### config.mk
export PLATFORM = sky130hd
export DESIGN_NAME = seq_divider_flat
export DESIGN_NICKNAME = d
export VERILOG_FILES = /design/src/rtl/cpu_pkg.sv /design/src/rtl/seq_divider_if.sv /design/src/rtl/seq_divider_div_step.sv /design/src/rtl/seq_divider.sv /design/src/flat_wrapper.sv
export SDC_FILE = /design/constraint.sdc
export NUM_CORES = 1
export LEC_CHECK = 0
export CORE_ASPECT_RATIO = 0.6
export CORE_UTILIZATION = 55
export CTS_BUF_LIST = sky130_fd_sc_hd__clkbuf_16
export CTS_CLUSTER_DIAMETER = 50
export DETAILED_ROUTE_END_ITERATION = 10
export GPL_TIMING_DRIVEN = 0
export HOLD_SLACK_MARGIN = 0.08
export PLACE_DENSITY = 0.81
export SLEW_MARGIN = 20
export SYNTH_ARGS = -nofsm -noshare
export SYNTH_HDL_FRONTEND = slang
export SYNTH_SLANG_ARGS = --single-unit
### constraint.sdc
create_clock -name clk -period 3.86 [get_ports clk]
set_clock_uncertainty 0.15 [all_clocks]
set_input_delay 0.579 -clock clk [delete_from_list [all_inputs] [get_ports clk]]
set_output_delay 0.579 -clock clk [all_outputs]
set_load 0.05 [all_outputs]
### src/rtl/cpu_pkg.sv
// Shared definitions for the iterative divider slice.
//   DIV_WIDTH          default operand/result width
//   div_state_t        divider FSM encoding (IDLE, RUN, FIX, DONE)
//   DIV_ZERO_QUOTIENT  quotient reported for a zero divisor (all ones)
package cpu_pkg;

  localparam int DIV_WIDTH = 32;

  typedef enum logic [1:0] {
    ST_IDLE = 2'd0,
    ST_RUN  = 2'd1,
    ST_FIX  = 2'd2,
    ST_DONE = 2'd3
  } div_state_t;

  localparam logic [DIV_WIDTH-1:0] DIV_ZERO_QUOTIENT = '1;

endpackage

### src/rtl/seq_divider_if.sv
// Request/result bundle between the control unit and the sequential divider.
//   start        request pulse (control -> divider)
//   dividend     signed dividend (control -> divider)
//   divisor      signed divisor (control -> divider)
//   busy         operation in progress (divider -> control)
//   done         one-cycle completion pulse (divider -> control)
//   quotient     signed quotient, LO mux source (divider -> datapath)
//   remainder    signed remainder, HI mux source (divider -> datapath)
//   div_by_zero  last operation had a zero divisor (divider -> control)
interface seq_divider_if
  import cpu_pkg::*;
#(
  parameter int WIDTH = DIV_WIDTH
) ();

  logic             start;
  logic [WIDTH-1:0] dividend;
  logic [WIDTH-1:0] divisor;
  logic             busy;
  logic             done;
  logic [WIDTH-1:0] quotient;
  logic [WIDTH-1:0] remainder;
  logic             div_by_zero;

  modport master (
    output start, dividend, divisor,
    input  busy, done, quotient, remainder, div_by_zero
  );

  modport slave (
    input  start, dividend, divisor,
    output busy, done, quotient, remainder, div_by_zero
  );

endinterface

### src/rtl/seq_divider_div_step.sv
// One restoring-division iteration (purely combinational).
//   p       current partial remainder, WIDTH+1 bits
//   q       current quotient shift register
//   d       unsigned divisor magnitude
//   p_next  partial remainder after shift and trial subtract
//   q_next  quotient register with the new bit shifted in
module div_step #(
  parameter int WIDTH = 32
) (
  input  logic [WIDTH:0]   p,
  input  logic [WIDTH-1:0] q,
  input  logic [WIDTH-1:0] d,
  output logic [WIDTH:0]   p_next,
  output logic [WIDTH-1:0] q_next
);

  // Worked one bit wider than P so the borrow of the trial subtract is the
  // top bit of the difference; P < D always holds, so nothing is lost.
  logic [WIDTH+1:0] p_shift;
  logic [WIDTH+1:0] trial;

  always_comb begin
    p_shift = {p, q[WIDTH-1]};
    trial   = p_shift - {2'b00, d};
    if (trial[WIDTH+1]) begin
      p_next = p_shift[WIDTH:0];
      q_next = {q[WIDTH-2:0], 1'b0};
    end else begin
      p_next = trial[WIDTH:0];
      q_next = {q[WIDTH-2:0], 1'b1};
    end
  end

endmodule

### src/rtl/seq_divider.sv
// Iterative signed divider, restoring algorithm, one quotient bit per clock.
//   clk  system clock, rising edge
//   clr  synchronous active-high reset, overrides everything
//   bus  seq_divider_if slave: start/dividend/divisor in;
//        busy/done/quotient/remainder/div_by_zero out
// Magnitudes are divided unsigned and the signs are applied in FIX:
// quotient truncates toward zero, remainder follows the dividend's sign.
module seq_divider
  import cpu_pkg::*;
#(
  parameter int WIDTH = DIV_WIDTH
) (
  input  logic         clk,
  input  logic         clr,
  seq_divider_if.slave bus
);

  localparam int CNT_W = $clog2(WIDTH);

  div_state_t       state_reg, state_next;
  logic [WIDTH:0]   p_reg, p_next, p_step;
  logic [WIDTH-1:0] q_reg, q_next, q_step;
  logic [WIDTH-1:0] d_reg, d_next;
  logic [WIDTH-1:0] dvd_reg, dvd_next;
  logic [CNT_W-1:0] cnt_reg, cnt_next;
  logic             sign_q_reg, sign_q_next;
  logic             sign_r_reg, sign_r_next;
  logic             zero_reg, zero_next;
  logic             busy_reg, busy_next;
  logic             done_reg, done_next;
  logic             dbz_reg, dbz_next;
  logic [WIDTH-1:0] quot_reg, quot_next;
  logic [WIDTH-1:0] rem_reg, rem_next;

  div_step #(.WIDTH(WIDTH)) u_step (
    .p      (p_reg),
    .q      (q_reg),
    .d      (d_reg),
    .p_next (p_step),
    .q_next (q_step)
  );

  always_ff @(posedge clk) begin
    if (clr) begin
      state_reg  <= ST_IDLE;
      p_reg      <= '0;
      q_reg      <= '0;
      d_reg      <= '0;
      dvd_reg    <= '0;
      cnt_reg    <= '0;
      sign_q_reg <= 1'b0;
      sign_r_reg <= 1'b0;
      zero_reg   <= 1'b0;
      busy_reg   <= 1'b0;
      done_reg   <= 1'b0;
      dbz_reg    <= 1'b0;
      quot_reg   <= '0;
      rem_reg    <= '0;
    end else begin
      state_reg  <= state_next;
      p_reg      <= p_next;
      q_reg      <= q_next;
      d_reg      <= d_next;
      dvd_reg    <= dvd_next;
      cnt_reg    <= cnt_next;
      sign_q_reg <= sign_q_next;
      sign_r_reg <= sign_r_next;
      zero_reg   <= zero_next;
      busy_reg   <= busy_next;
      done_reg   <= done_next;
      dbz_reg    <= dbz_next;
      quot_reg   <= quot_next;
      rem_reg    <= rem_next;
    end
  end

  always_comb begin
    state_next  = state_reg;
    p_next      = p_reg;
    q_next      = q_reg;
    d_next      = d_reg;
    dvd_next    = dvd_reg;
    cnt_next    = cnt_reg;
    sign_q_next = sign_q_reg;
    sign_r_next = sign_r_reg;
    zero_next   = zero_reg;
    busy_next   = busy_reg;
    done_next   = 1'b0;
    dbz_next    = dbz_reg;
    quot_next   = quot_reg;
    rem_next    = rem_reg;

    case (state_reg)
      ST_IDLE: begin
        if (bus.start) begin
          // Negating the most negative value yields 2^(WIDTH-1), which is
          // exactly its magnitude when read as unsigned.
          q_next      = bus.dividend[WIDTH-1] ? -bus.dividend : bus.dividend;
          d_next      = bus.divisor[WIDTH-1] ? -bus.divisor : bus.divisor;
          p_next      = '0;
          dvd_next    = bus.dividend;
          sign_q_next = bus.dividend[WIDTH-1] ^ bus.divisor[WIDTH-1];
          sign_r_next = bus.dividend[WIDTH-1];
          zero_next   = (bus.divisor == '0);
          cnt_next    = '0;
          busy_next   = 1'b1;
          state_next  = (bus.divisor == '0) ? ST_FIX : ST_RUN;
        end
      end
      ST_RUN: begin
        p_next   = p_step;
        q_next   = q_step;
        cnt_next = cnt_reg + CNT_W'(1);
        if (cnt_reg == CNT_W'(WIDTH - 1)) begin
          state_next = ST_FIX;
        end
      end
      ST_FIX: begin
        if (zero_reg) begin
          quot_next = {WIDTH{DIV_ZERO_QUOTIENT[0]}};
          rem_next  = dvd_reg;
        end else begin
          // A zero magnitude negates to zero, so no negative zero appears.
          quot_next = sign_q_reg ? -q_reg : q_reg;
          rem_next  = sign_r_reg ? -p_reg[WIDTH-1:0] : p_reg[WIDTH-1:0];
        end
        dbz_next   = zero_reg;
        done_next  = 1'b1;
        state_next = ST_DONE;
      end
      ST_DONE: begin
        busy_next  = 1'b0;
        state_next = ST_IDLE;
      end
      default: begin
        state_next = ST_IDLE;
      end
    endcase
  end

  assign bus.busy        = busy_reg;
  assign bus.done        = done_reg;
  assign bus.quotient    = quot_reg;
  assign bus.remainder   = rem_reg;
  assign bus.div_by_zero = dbz_reg;

endmodule
### src/flat_wrapper.sv
// flat-port wrapper written by rule: the top's interface ports become plain ports
module seq_divider_flat import cpu_pkg::*;
#(
  parameter int WIDTH = DIV_WIDTH
)
  (clk, clr, bus_start, bus_dividend, bus_divisor, bus_busy, bus_done, bus_quotient, bus_remainder, bus_div_by_zero);
  seq_divider_if #(.WIDTH(WIDTH)) bus_i ();
  input  logic clk;
  input  logic clr;
  input wire logic [$bits(bus_i.start)-1:0] bus_start;
  input wire logic [$bits(bus_i.dividend)-1:0] bus_dividend;
  input wire logic [$bits(bus_i.divisor)-1:0] bus_divisor;
  output wire logic [$bits(bus_i.busy)-1:0] bus_busy;
  output wire logic [$bits(bus_i.done)-1:0] bus_done;
  output wire logic [$bits(bus_i.quotient)-1:0] bus_quotient;
  output wire logic [$bits(bus_i.remainder)-1:0] bus_remainder;
  output wire logic [$bits(bus_i.div_by_zero)-1:0] bus_div_by_zero;
  assign bus_i.start = bus_start;
  assign bus_i.dividend = bus_dividend;
  assign bus_i.divisor = bus_divisor;
  assign bus_busy = bus_i.busy;
  assign bus_done = bus_i.done;
  assign bus_quotient = bus_i.quotient;
  assign bus_remainder = bus_i.remainder;
  assign bus_div_by_zero = bus_i.div_by_zero;
  seq_divider #(.WIDTH(WIDTH)) u_core (.clk(clk), .clr(clr), .bus(bus_i));
endmodule
After elaboration in Yosys (flattened, before gate mapping) --
Cells that the tools add are included.
Storage, ports and cells: register bits after elaboration 206, latch bits 0, RAM bits 0, memory bits (read-only) 0, input bits 67, output and inout port bits 67, logic and storage cells 56, memories kept 0
Cells by class: $add $sub $neg 6, multiply operators 0, divide/modulo/power cells 0, magnitude comparators 0, eq/ne operators 6, shift-type cells 0, mux-type cells 21, bitwise gates (word level) 1, reductions and logical operators 8
Operator list (count):
- $mux 32 | 7
- $neg 32->32 | 4
- $mux 33 | 2
- $pmux 33 s2 | 1
- $pmux 32 s2 | 1
- $sub 34x32->34 | 1
- $logic_not 32->1 | 1
- $pmux 5 s2 | 1
- $pmux 2 s4 | 1
- $reduce_and 2->1 | 4
- $mux 2 | 3
- $add 5x1->5 const B | 1
- $eq 5x5->1 const B | 1
- $mux 5 | 1
- $eq 2x2->1 const B | 2
- $reduce_bool 2->1 | 2
- $mux 1 | 3
- $eq 2x1->1 const B | 1
- $logic_not 2->1 | 1
- $ne 2x1->1 const B | 1
- $ne 2x2->1 const B | 1
- $pmux 1 s2 | 1
- $xor 1x1->1 | 1

Logic depth before layout (Yosys ltp) --
Gate-level depths: netlist (run 1).
word-level depth 4, depth in mapped cells 13, depth with buffers taken out 12

By module --
Synthesis (run 1) repeated with hierarchy kept, for this count alone.
Second synthesis, totals: cells, all modules 1624, area total of the unflattened synthesis 12692.2 um^2
By module, submodules not included:
- seq_divider | instances 1, cells an instance 1265, area each 10288.6 um^2, seq. area each 4103.9 um^2
- div_step | instances 1, cells an instance 359, area each 2403.6 um^2, seq. area each 0.0 um^2

Least setup slack after synthesis (run 1) --
OpenSTA, ideal clock, no wires.
path kind flip-flop to flip-flop, start reg u_core.d_reg[18], end reg u_core.p_reg[26], setup time 122 ps, arrival 2520 ps, data required time 3588 ps, setup slack 1068 ps, cell stages (with the launch flop) 14, buffers on the path 3, clock period less this slack 2792 ps, path through dfxtp_1 inv_1 ha_1 buf_2 a211o_1 a21o_1 a31oi_1 o21ai_1 or2_1 a221o_1 buf_6 buf_2 a32oi_1 o21ai_1
Between the ends: cells in the longest elaborated chain, start to end 3
RTL lines:
- start: declaration | line seq_divider.sv:23 | logic [WIDTH-1:0] d_reg, d_next;
- start signal: assignment | line seq_divider.sv:63 | d_reg <= d_next;
- $sub 34x32->34 | line seq_divider_div_step.sv:24 | trial = p_shift - {2'b00, d};
- $mux 33 | line seq_divider_div_step.sv:25 | if (trial[WIDTH+1]) begin
- $pmux 33 s2 | line seq_divider.sv:93 | case (state_reg)
- end signal: assignment | line seq_divider.sv:61 | p_reg <= p_next;
- end: declaration | line seq_divider.sv:21 | logic [WIDTH:0] p_reg, p_next, p_step;
Every way passes these cells. A chain may end at the register's enable or synchronous reset.

Final worst setup path (run 1) --
start reg u_core.q_reg[31], end reg u_core.p_reg[32]
Between the ends: cells in the longest elaborated chain, start to end 3
RTL lines:
- start: declaration | line seq_divider.sv:22 | logic [WIDTH-1:0] q_reg, q_next, q_step;
- start signal: assignment | line seq_divider.sv:62 | q_reg <= q_next;
- $sub 34x32->34 | line seq_divider_div_step.sv:24
- $mux 33 | line seq_divider_div_step.sv:25
- $pmux 33 s2 | line seq_divider.sv:93
Every way passes these cells.

==> flow_metrics.env, run 1 <==
export IMPL_gp_congestion=1.01
export IMPL_peakVddDrop_uv=381
export IMPL_status="finished clean"
export IMPL_fin_crit_ps=3770
export IMPL_vias_per_cell=6.25
export IMPL_synthesis_area_mm2=0.0123
export IMPL_drt_wl_total_mm=40.5
export IMPL_num_vias=12508
export IMPL_ys_async_sr_fraction_pct=0
export IMPL_ctsResizeCount=0
export IMPL_critical_path_endpoint_type="register"
export IMPL_synth_largest_area_cell="dfxtp_1"
export IMPL_first_pass_iters=7
export IMPL_clockPowerShare_pct=20.7
export IMPL_syn_avg_cell_area_um2=7.92
export IMPL_startpoint_type="register"
export IMPL_nFillCells=1819
export IMPL_power_frac_seq_pct=29.9
export IMPL_synth_fp_nets=1663
export IMPL_die_w_um=195
export IMPL_clkSlewWorstSetupHoldPaths_ps=70
export IMPL_power_switching_mw=4.34
export IMPL_io_buffer_count=132
export IMPL_slowest_delay_ps=450
export IMPL_cell_internal_pwr_mw=5.42
export IMPL_drc_errors=0
export IMPL_ios=134
export IMPL_clock_sinks=205
export IMPL_max_slew_worst_pin_slew_ps=863
export IMPL_fmax_mhz=266
export IMPL_power_density_mw_per_mm2=667
export IMPL_core_rowCount=41
export IMPL_initialDrtViolationCount=1689
export IMPL_die_h_um=118
export IMPL_n_antenna_cell=0
export IMPL_die_area_mm2=0.0230
export IMPL_layout_commonest_cell="nand2_1"
export IMPL_drive_gt1_share_pct=4.18
export IMPL_area_growth_pct=19.0
export IMPL_swShare_pct=44.5
export IMPL_hold_slack_ps=302
export IMPL_synth_top_area_share_pct=33.4
export IMPL_clockRootBuffer="clkbuf_16"
export IMPL_synth_edf_count=0
export IMPL_postCtsSetupBuffers=0
export IMPL_grt_usage_pct=35.0
export IMPL_synth_warnings=0
export IMPL_grt_max_degree=16
export IMPL_largest_register_ffs=33
export IMPL_grt_pass1_vias=11256
export IMPL_yosysSeqAreaShare_pct=33.4
export IMPL_fin_crit_sh_pct=97.6
export IMPL_hold_violations=0
export IMPL_leakage_nw=5.62
export IMPL_crit_arrival_ps=4070
export IMPL_synth_ff_type="dfxtp_1"
export IMPL_critPathKind="register to register"
export IMPL_rsz0062_at_grt="no"
export IMPL_initial_core_util_pct=57.4
export IMPL_fin_nets=1818
export IMPL_cts_buffers=21
export IMPL_antenna_found_initial=1
export IMPL_clock_latency_ps=510
export IMPL_hold_class="register to register"
export IMPL_final_setup_tns_ps=0
export IMPL_final_cell_mix="nand2_1 (228), dfxtp_1 (205), nor2_1 (153)"
export IMPL_detail_route_antenna_nets=0
export IMPL_register_area_mm2=0.00410
export IMPL_wl_per_cell_um=20.2
export IMPL_crit_chain="inv_1 -> ha_1 -> inv_1 -> fa_1 -> a21o_1 -> a221o_1 -> a32oi_1 -> nand3_1 -> a31oi_1 -> o21ai_0 -> a211o_1 -> nand3_1"
export IMPL_power_frac_comb_pct=49.3
export IMPL_crit_slowest_cell="a32oi_1"
export IMPL_synth_cell_types=74
export IMPL_max_slew_margin_rel_pct=42.5
export IMPL_final_max_slew_viol_count=0
export IMPL_maxCapViolations=0
export IMPL_htree_levels=1
export IMPL_setup_viol_count_final=0
export IMPL_critPathRequiredTime_ps=4160
export IMPL_hold_buffers=0
export IMPL_core_area_mm2=0.0214
export IMPL_multi_input_comb_area_mm2=0.00758
export IMPL_gr_total_overflow=0
export IMPL_ys_seq_elements=205
export IMPL_clk_path_buf_depth=3
export IMPL_cp_max_fo=4
export IMPL_synthTopCellsByArea="dfxtp_1 (33%), nand2_1 (7.0%), xor2_1 (5.8%), xnor2_1 (4.8%), nor2_1 (4.7%)"
export IMPL_grt_pass1_wl_mm=63.2
export IMPL_cts_tree="done"
export IMPL_dp_hpwl_mm=31.9
export IMPL_postSynthCellCount=1553
[cell families after synthesis]
logic type	count (synthesis)	share of synthesized area, %
fa+ha+maj	43	4.44
buf+inv	156	5.02
flops	205	33.4
xor+xnor	148	10.5
simple gates	525	19.6
mux	52	4.23
compound gates	424	22.8
[critical path, delay by kind of cell (launching register included)]
kind / cells / cell delay [ps]
flip-flops: 1 / 290
AND/OR/NAND/NOR: 2 / 290
buffers and inverters: 2 / 240
AO/OA/AOI/OAI: 6 / 2050
adder cells (fa/ha/maj): 2 / 680
[area by class of cell]
| type | count | share of cell area, % |
|---|---|---|
| Buffer | 102 | 2.83 |
| Clock buffer | 21 | 3.59 |
| Clock inverter | 17 | 0.940 |
| Inverter | 54 | 1.38 |
| Multi-Input combinational cell | 1192 | 51.8 |
| Sequential cell | 205 | 28.0 |
| Tap cell | 279 | 2.39 |
| Timing Repair Buffer | 132 | 9.03 |
[stage by stage]
| stage | setup WS, ps | utilization (%) | power (mW) | cell area (um^2) | cells |
|---|---|---|---|---|---|
| after CTS | 273 | 68.2 | 9.63 | 14600 | 2002 |
| after detailed placement | 156 | 65.1 | 7.61 | 14000 | 1964 |
| final | 94.3 | 68.3 | 9.76 | 14600 | 2002 |
| after global routing | 121 | 68.3 | 10.3 | 14600 | 2002 |
| after global placement | 192 | 65.1 | 7.49 | 14000 | 1964 |
| after floorplan | 1070 | - | 6.23 | 12300 | 1553 |
[cell usage after synthesis (11+ instances only)]
library cell and n:
a211oi_1 37, a21o_1 19, a21oi_1 83, a222oi_1 15, a31oi_1 13, a32oi_1 12, clkbuf_1 82, dfxtp_1 205
ha_1 42, inv_1 53, mux2i_1 52, nand2_1 228, nand2b_1 17, nand3_1 20, nand4_1 11, nor2_1 153
nor3_1 15, o21ai_0 106, o21ai_1 13, o22ai_1 35, o31ai_1 28, o41ai_1 13, or3_1 14, or4_1 13
xnor2_1 67, xor2_1 81
[power groups by stage]
stage | clock (mW) | combinational, mW | sequential [mW]
6_report | 2.02 | 4.82 | 2.92
5_1_grt | 2.12 | 5.18 | 2.97
4_1_cts | 2.03 | 4.70 | 2.90
3_5_place_dp | 0 | 4.67 | 2.95
3_3_place_gp | 0 | 4.56 | 2.93
2_1_floorplan | 0 | 2.92 | 3.32
[worst paths after layout]
check / cells after the start / endpoint / slack, ps / start
max: 12 / u_core.p_reg[32] / 90 / u_core.q_reg[31]
min: 2 / u_core.d_reg[31] / 300 / u_core.d_reg[31]
max reg2reg: 12 / u_core.p_reg[32] / 90 / u_core.q_reg[31]
min reg2reg: 2 / u_core.d_reg[31] / 300 / u_core.d_reg[31]
[per-layer routing]
layer  vias to the layer above  track usage [%]  share of wire, %
met3                        61             11.9                15
li1                       5837                -                 -
met5                         -                0             0.032
met2                       750             43.6                36
met1                      5858             55.6                48
met4                         2             6.79               1.9
Note: power is estimated with default switching activity, not from simulation.
==> inputs of run 2 (changes only) <==
- MAX_ROUTING_LAYER: default -> met4
==> run 2 against run 1 <==
  * Maximum frequency up 3.8%
  * Register-to-register slack better by 140 ps
  * Combinational power about the same
  * Critical endpoint unchanged
  * Largest power group unchanged
==> flow_metrics.env, run 2 (same netlist as run 1, synthesis figures left out) <==
export IMPL_num_vias=12521
export IMPL_ctsResizeCount=0
export IMPL_io_buffer_count=132
export IMPL_crit_arrival_ps=3930
export IMPL_crit_chain="inv_1 -> ha_1 -> inv_1 -> fa_1 -> a21o_1 -> a221o_1 -> a32oi_1 -> nand3_1 -> a31oi_1 -> o21ai_0 -> a211o_1 -> nand3_1"
export IMPL_power_switching_mw=4.37
export IMPL_hold_slack_ps=304
export IMPL_fin_ws_ps=231
export IMPL_clk_path_buf_depth=3
export IMPL_grt_pass1_vias=11107
export IMPL_critical_path_endpoint_type="register"
export IMPL_wl_per_cell_um=20.5
export IMPL_die_w_um=195
export IMPL_final_cell_mix="nand2_1 (228), dfxtp_1 (205), nor2_1 (153)"
export IMPL_fmax_mhz=276
export IMPL_min_path_cells=2
export IMPL_detail_route_antenna_nets=0
export IMPL_grt_usage_pct=36.2
export IMPL_fin_crit_ps=3630
export IMPL_core_rowCount=41
export IMPL_power_frac_comb_pct=50.0
export IMPL_initial_core_util_pct=57.4
export IMPL_hold_buffers=0
export IMPL_swShare_pct=45.0
export IMPL_grt_pass1_wl_mm=63.6
export IMPL_initialDrtViolationCount=1680
export IMPL_core_area_mm2=0.0214
export IMPL_htree_levels=1
export IMPL_final_setup_tns_ps=0
export IMPL_max_slew_margin_rel_pct=39.1
export IMPL_clockPowerShare_pct=19.9
export IMPL_leakage_nw=5.61
export IMPL_rsz0062_at_grt="no"
export IMPL_first_pass_iters=8
export IMPL_grt_max_degree=14
export IMPL_fin_crit_sh_pct=94.0
export IMPL_antenna_found_initial=1
export IMPL_die_h_um=118
export IMPL_clkSlewWorstSetupHoldPaths_ps=70
export IMPL_startpoint_type="register"
export IMPL_largest_register_ffs=33
export IMPL_maxCapViolations=0
export IMPL_drc_errors=0
export IMPL_cp_max_fo=4
export IMPL_power_frac_seq_pct=30.2
export IMPL_final_core_util_pct=68.1
export IMPL_place_worst_setup_slack_ps=139
export IMPL_area_growth_pct=18.7
export IMPL_fin_area_mm2=0.0146
export IMPL_fin_nets=1818
export IMPL_setup_viol_count_final=0
export IMPL_max_slew_worst_pin_slew_ps=913
export IMPL_final_max_slew_viol_count=0
export IMPL_clock_latency_ps=510
export IMPL_hold_violations=0
export IMPL_clockRootBuffer="clkbuf_16"
export IMPL_vias_per_cell=6.25
export IMPL_cts_tree="done"
export IMPL_layout_commonest_cell="nand2_1"
export IMPL_cts_buffers=21
export IMPL_drive_gt1_share_pct=3.95
export IMPL_critPathRequiredTime_ps=4160
export IMPL_rr_worst_depth=12
export IMPL_crit_slowest_cell="fa_1"
export IMPL_gr_total_overflow=0
export IMPL_drt_wl_total_mm=41.0
export IMPL_postCtsSetupBuffers=0
export IMPL_peakVddDrop_uv=424
export IMPL_die_area_mm2=0.0230
export IMPL_hold_class="register to register"
export IMPL_critPathKind="register to register"
export IMPL_placed_area_mm2=0.0140
export IMPL_slowest_delay_ps=430
export IMPL_gp_congestion=1.02
export IMPL_status="finished clean"
export IMPL_dp_hpwl_mm=32.1
export IMPL_ios=134
export IMPL_power_density_mw_per_mm2=665
export IMPL_cell_internal_pwr_mw=5.34
export IMPL_clock_sinks=205
==> run 2: critical path: cells and delay by family (launching register included) <==
kind | cells | cell delay, ps
simple gates | 2 | 300
buf+inv | 2 | 240
flops | 1 | 300
compound gates | 6 | 1890
fa+ha+maj | 2 | 670
==> run 2: area by class of cell <==
class / instances / area [um^2]
diodes: 1 / 2.50
plain buffers: 102 / 414
clock buffers: 21 / 526
clock inverters: 16 / 95.1
fillers: 1831 / 6850
inverters: 54 / 203
multi-input cells: 1192 / 7580
flip-flops and latches: 205 / 4100
well taps: 279 / 349
repair buffers: 132 / 1320
==> run 2: per-stage QoR <==
step / power, mW / std cells
finish: 9.71 / 2002
detailed placement: 7.61 / 1964
CTS: 9.54 / 2001
global placement: 7.51 / 1964
global route: 10.2 / 2002
floorplan: 6.23 / 1553
==> run 2: power groups by stage <==
| stage | clock (mW) | sequential [mW] | combinational (mW) |
|---|---|---|---|
| after floorplan | 0 | 3.32 | 2.92 |
| after global placement | 0 | 2.93 | 4.58 |
| after detailed placement | 0 | 2.95 | 4.67 |
| after CTS | 1.92 | 2.90 | 4.72 |
| after global routing | 2.02 | 2.97 | 5.19 |
| final | 1.93 | 2.93 | 4.85 |
==> run 2: path summary, 6_finish.rpt <==
path | from | to | slack [ps]
worst max-delay path | u_core.q_reg[31] | u_core.p_reg[32] | 230
worst min-delay path | u_core.d_reg[28] | u_core.d_reg[28] | 300
worst max register to register | u_core.q_reg[31] | u_core.p_reg[32] | 230
worst min register to register | u_core.d_reg[28] | u_core.d_reg[28] | 300
==> run 2: metal layers <==
metal	vias to the layer above	track usage [%]	share of wire [%]
met5	-	-	0
li1	5841	-	-
met2	727	43.5	36
met3	58	10.5	14
met1	5895	57.3	49
met4	0	5.95	1.5
==> inputs of run 3 (changes only) <==
- GPL_TIMING_DRIVEN: 0 -> default
==> run 3 against run 2 <==
  * Power fell by 3.3%
  * Critical path depth did not move
  * Via count fell by 6.1%
  * Final cell count fell by 4.3%
  * Setup slack improved by 250 ps
  * Register-to-register slack improved by 250 ps
  * Design area fell by 1.7%
  * Largest power group unchanged
  * Highest routed layer unchanged
==> flow_metrics.env, run 3 (same netlist as run 1, synthesis figures left out) <==
export IMPL_maxCapViolations=0
export IMPL_critPathRequiredTime_ps=4150
export IMPL_n_antenna_cell=0
export IMPL_hold_class="register to register"
export IMPL_crit_slowest_cell="fa_1"
export IMPL_clockRootBuffer="clkbuf_16"
export IMPL_gr_total_overflow=0
export IMPL_drive_gt1_share_pct=4.95
export IMPL_ctsResizeCount=0
export IMPL_drc_errors=0
export IMPL_m1WireLength_mm=17.5
export IMPL_place_worst_setup_slack_ps=333
export IMPL_startpoint="u_core.q_reg[31]"
export IMPL_ios=134
export IMPL_htree_levels=1
export IMPL_max_slew_worst_pin_slew_ps=930
export IMPL_initialDrtViolationCount=1419
export IMPL_cp_max_fo=4
export IMPL_final_max_slew_viol_count=0
export IMPL_io_buffer_count=133
export IMPL_gp_congestion=0.979
export IMPL_met3WireLength_mm=3.29
export IMPL_die_area_mm2=0.0230
export IMPL_max_slew_margin_rel_pct=38.0
export IMPL_final_setup_tns_ps=0
export IMPL_rsz0062_at_grt="no"
export IMPL_crit_chain="inv_1 -> ha_1 -> inv_1 -> fa_1 -> a21o_1 -> a221o_1 -> a32oi_1 -> nand3_1 -> a31oi_1 -> o21ai_0 -> a211o_1 -> nand3_1"
export IMPL_fmax_mhz=296
export IMPL_detail_route_antenna_nets=0
export IMPL_area_growth_pct=16.6
export IMPL_wl_met2_mm=13.8
export IMPL_clkSlewWorstSetupHoldPaths_ps=70
export IMPL_power_switching_mw=4.07
export IMPL_grt_max_degree=88
export IMPL_core_rowCount=41
export IMPL_power_frac_seq_pct=31.6
export IMPL_antenna_found_initial=0
export IMPL_hold_buffers=0
export IMPL_clock_sinks=205
export IMPL_grt_pass1_vias=10612
export IMPL_rr_worst_depth=12
export IMPL_postCtsSetupBuffers=0
export IMPL_layout_commonest_cell="nand2_1"
export IMPL_peakVddDrop_uv=359
export IMPL_r2r_setup_slack_ps=480
export IMPL_top_layer_used="met4"
export IMPL_hold_violations=0
export IMPL_r2r_start="u_core.q_reg[31]"
export IMPL_grt_pass1_wl_mm=56.8
export IMPL_power_density_mw_per_mm2=654
export IMPL_fin_crit_ps=3380
export IMPL_crit_end="u_core.p_reg[32]"
export IMPL_initial_core_util_pct=57.4
export IMPL_leakage_nw=5.54
export IMPL_fin_crit_sh_pct=87.5
export IMPL_core_area_mm2=0.0214
export IMPL_fin_nets=1735
export IMPL_clockPowerShare_pct=20.2
export IMPL_drt_wl_total_mm=35.2
export IMPL_vias_per_cell=6.14
export IMPL_hold_slack_ps=302
export IMPL_num_vias=11760
export IMPL_wl_per_cell_um=18.4
export IMPL_startpoint_type="register"
export IMPL_die_w_um=195
export IMPL_r2r_end="u_core.p_reg[32]"
export IMPL_swShare_pct=43.3
export IMPL_crit_arrival_ps=3670
export IMPL_slowest_delay_ps=410
export IMPL_status="finished clean"
export IMPL_critPathKind="register to register"
export IMPL_critical_path_endpoint_type="register"
export IMPL_first_pass_iters=8
export IMPL_clk_path_buf_depth=3
export IMPL_setup_viol_count_final=0
export IMPL_cts_tree="done"
export IMPL_fin_ws_ps=484
export IMPL_dp_hpwl_mm=26.2
export IMPL_final_cell_mix="nand2_1 (228), dfxtp_1 (203), nor2_1 (153)"
export IMPL_cell_internal_pwr_mw=5.32
export IMPL_cts_buffers=20
export IMPL_power_frac_comb_pct=48.2
export IMPL_grt_usage_pct=31.2
export IMPL_die_h_um=118
export IMPL_clock_latency_ps=500
export IMPL_largest_register_ffs=33
## run 3: cell types whose count changed in the layout (fill, tap and decap cells not counted), sizes merged
cell | previous run | this run
buf | 19 | 20
clkbuf | 104 | 21
clkinvlp | 0 | 1
inv | 60 | 55
diode | 1 | 0
## run 3: how the worst min path moves through the flow
stage | from | end | slack [ps] | depth (start not counted)
floorplan | u_core.d_reg[21] | u_core.d_reg[21] | 280 | 2
finish | u_core.d_reg[21] | u_core.d_reg[21] | 300 | 2
CTS | u_core.d_reg[21] | u_core.d_reg[21] | 300 | 2
global placement | u_core.d_reg[21] | u_core.d_reg[21] | 290 | 2
detailed placement | u_core.d_reg[21] | u_core.d_reg[21] | 290 | 2
global route | u_core.d_reg[21] | u_core.d_reg[21] | 310 | 2
## run 3: power by group through the flow
stage	logic (mW)	clock network, mW	registers (mW)
global placement	4.34	0	2.97
detailed placement	4.43	0	2.99
finish	4.53	1.90	2.96
global route	4.90	2.01	3.02
floorplan	2.92	0	3.32
CTS	4.46	1.91	2.95
## run 3: final cells by class
type / instances / area, um^2
Timing Repair Buffer: 152 / 1500
Fill cell: 1788 / 7100
Clock inverter: 12 / 81.3
Inverter: 54 / 203
Clock buffer: 21 / 526
Sequential cell: 205 / 4110
Multi-Input combinational cell: 1192 / 7580
Tap cell: 279 / 349
## run 3: per-layer routing
metal  up-vias  GRT usage (%)
met3        55           6.59
li1       5668              -
met4         0           6.05
met1      5528           47.6
met2       509           41.4
met5         -              -
## run 3: per-stage QoR
stage / std cells / util (%) / area, um^2 / power [mW]
after global placement: 1882 / 64.1 / 13700 / 7.30
after floorplan: 1553 / - / 12300 / 6.23
final: 1915 / 66.9 / 14300 / 9.39
after global routing: 1915 / 66.9 / 14300 / 9.93
after detailed placement: 1882 / 64.1 / 13700 / 7.42
after CTS: 1915 / 66.9 / 14300 / 9.31
## run 3: worst max-delay path: cells and delay by family, from the launching register on
family	cells	cell delay, ps
compound gates	6	1790
fa+ha+maj	2	600
flops	1	300
simple gates	2	270
buf+inv	2	190
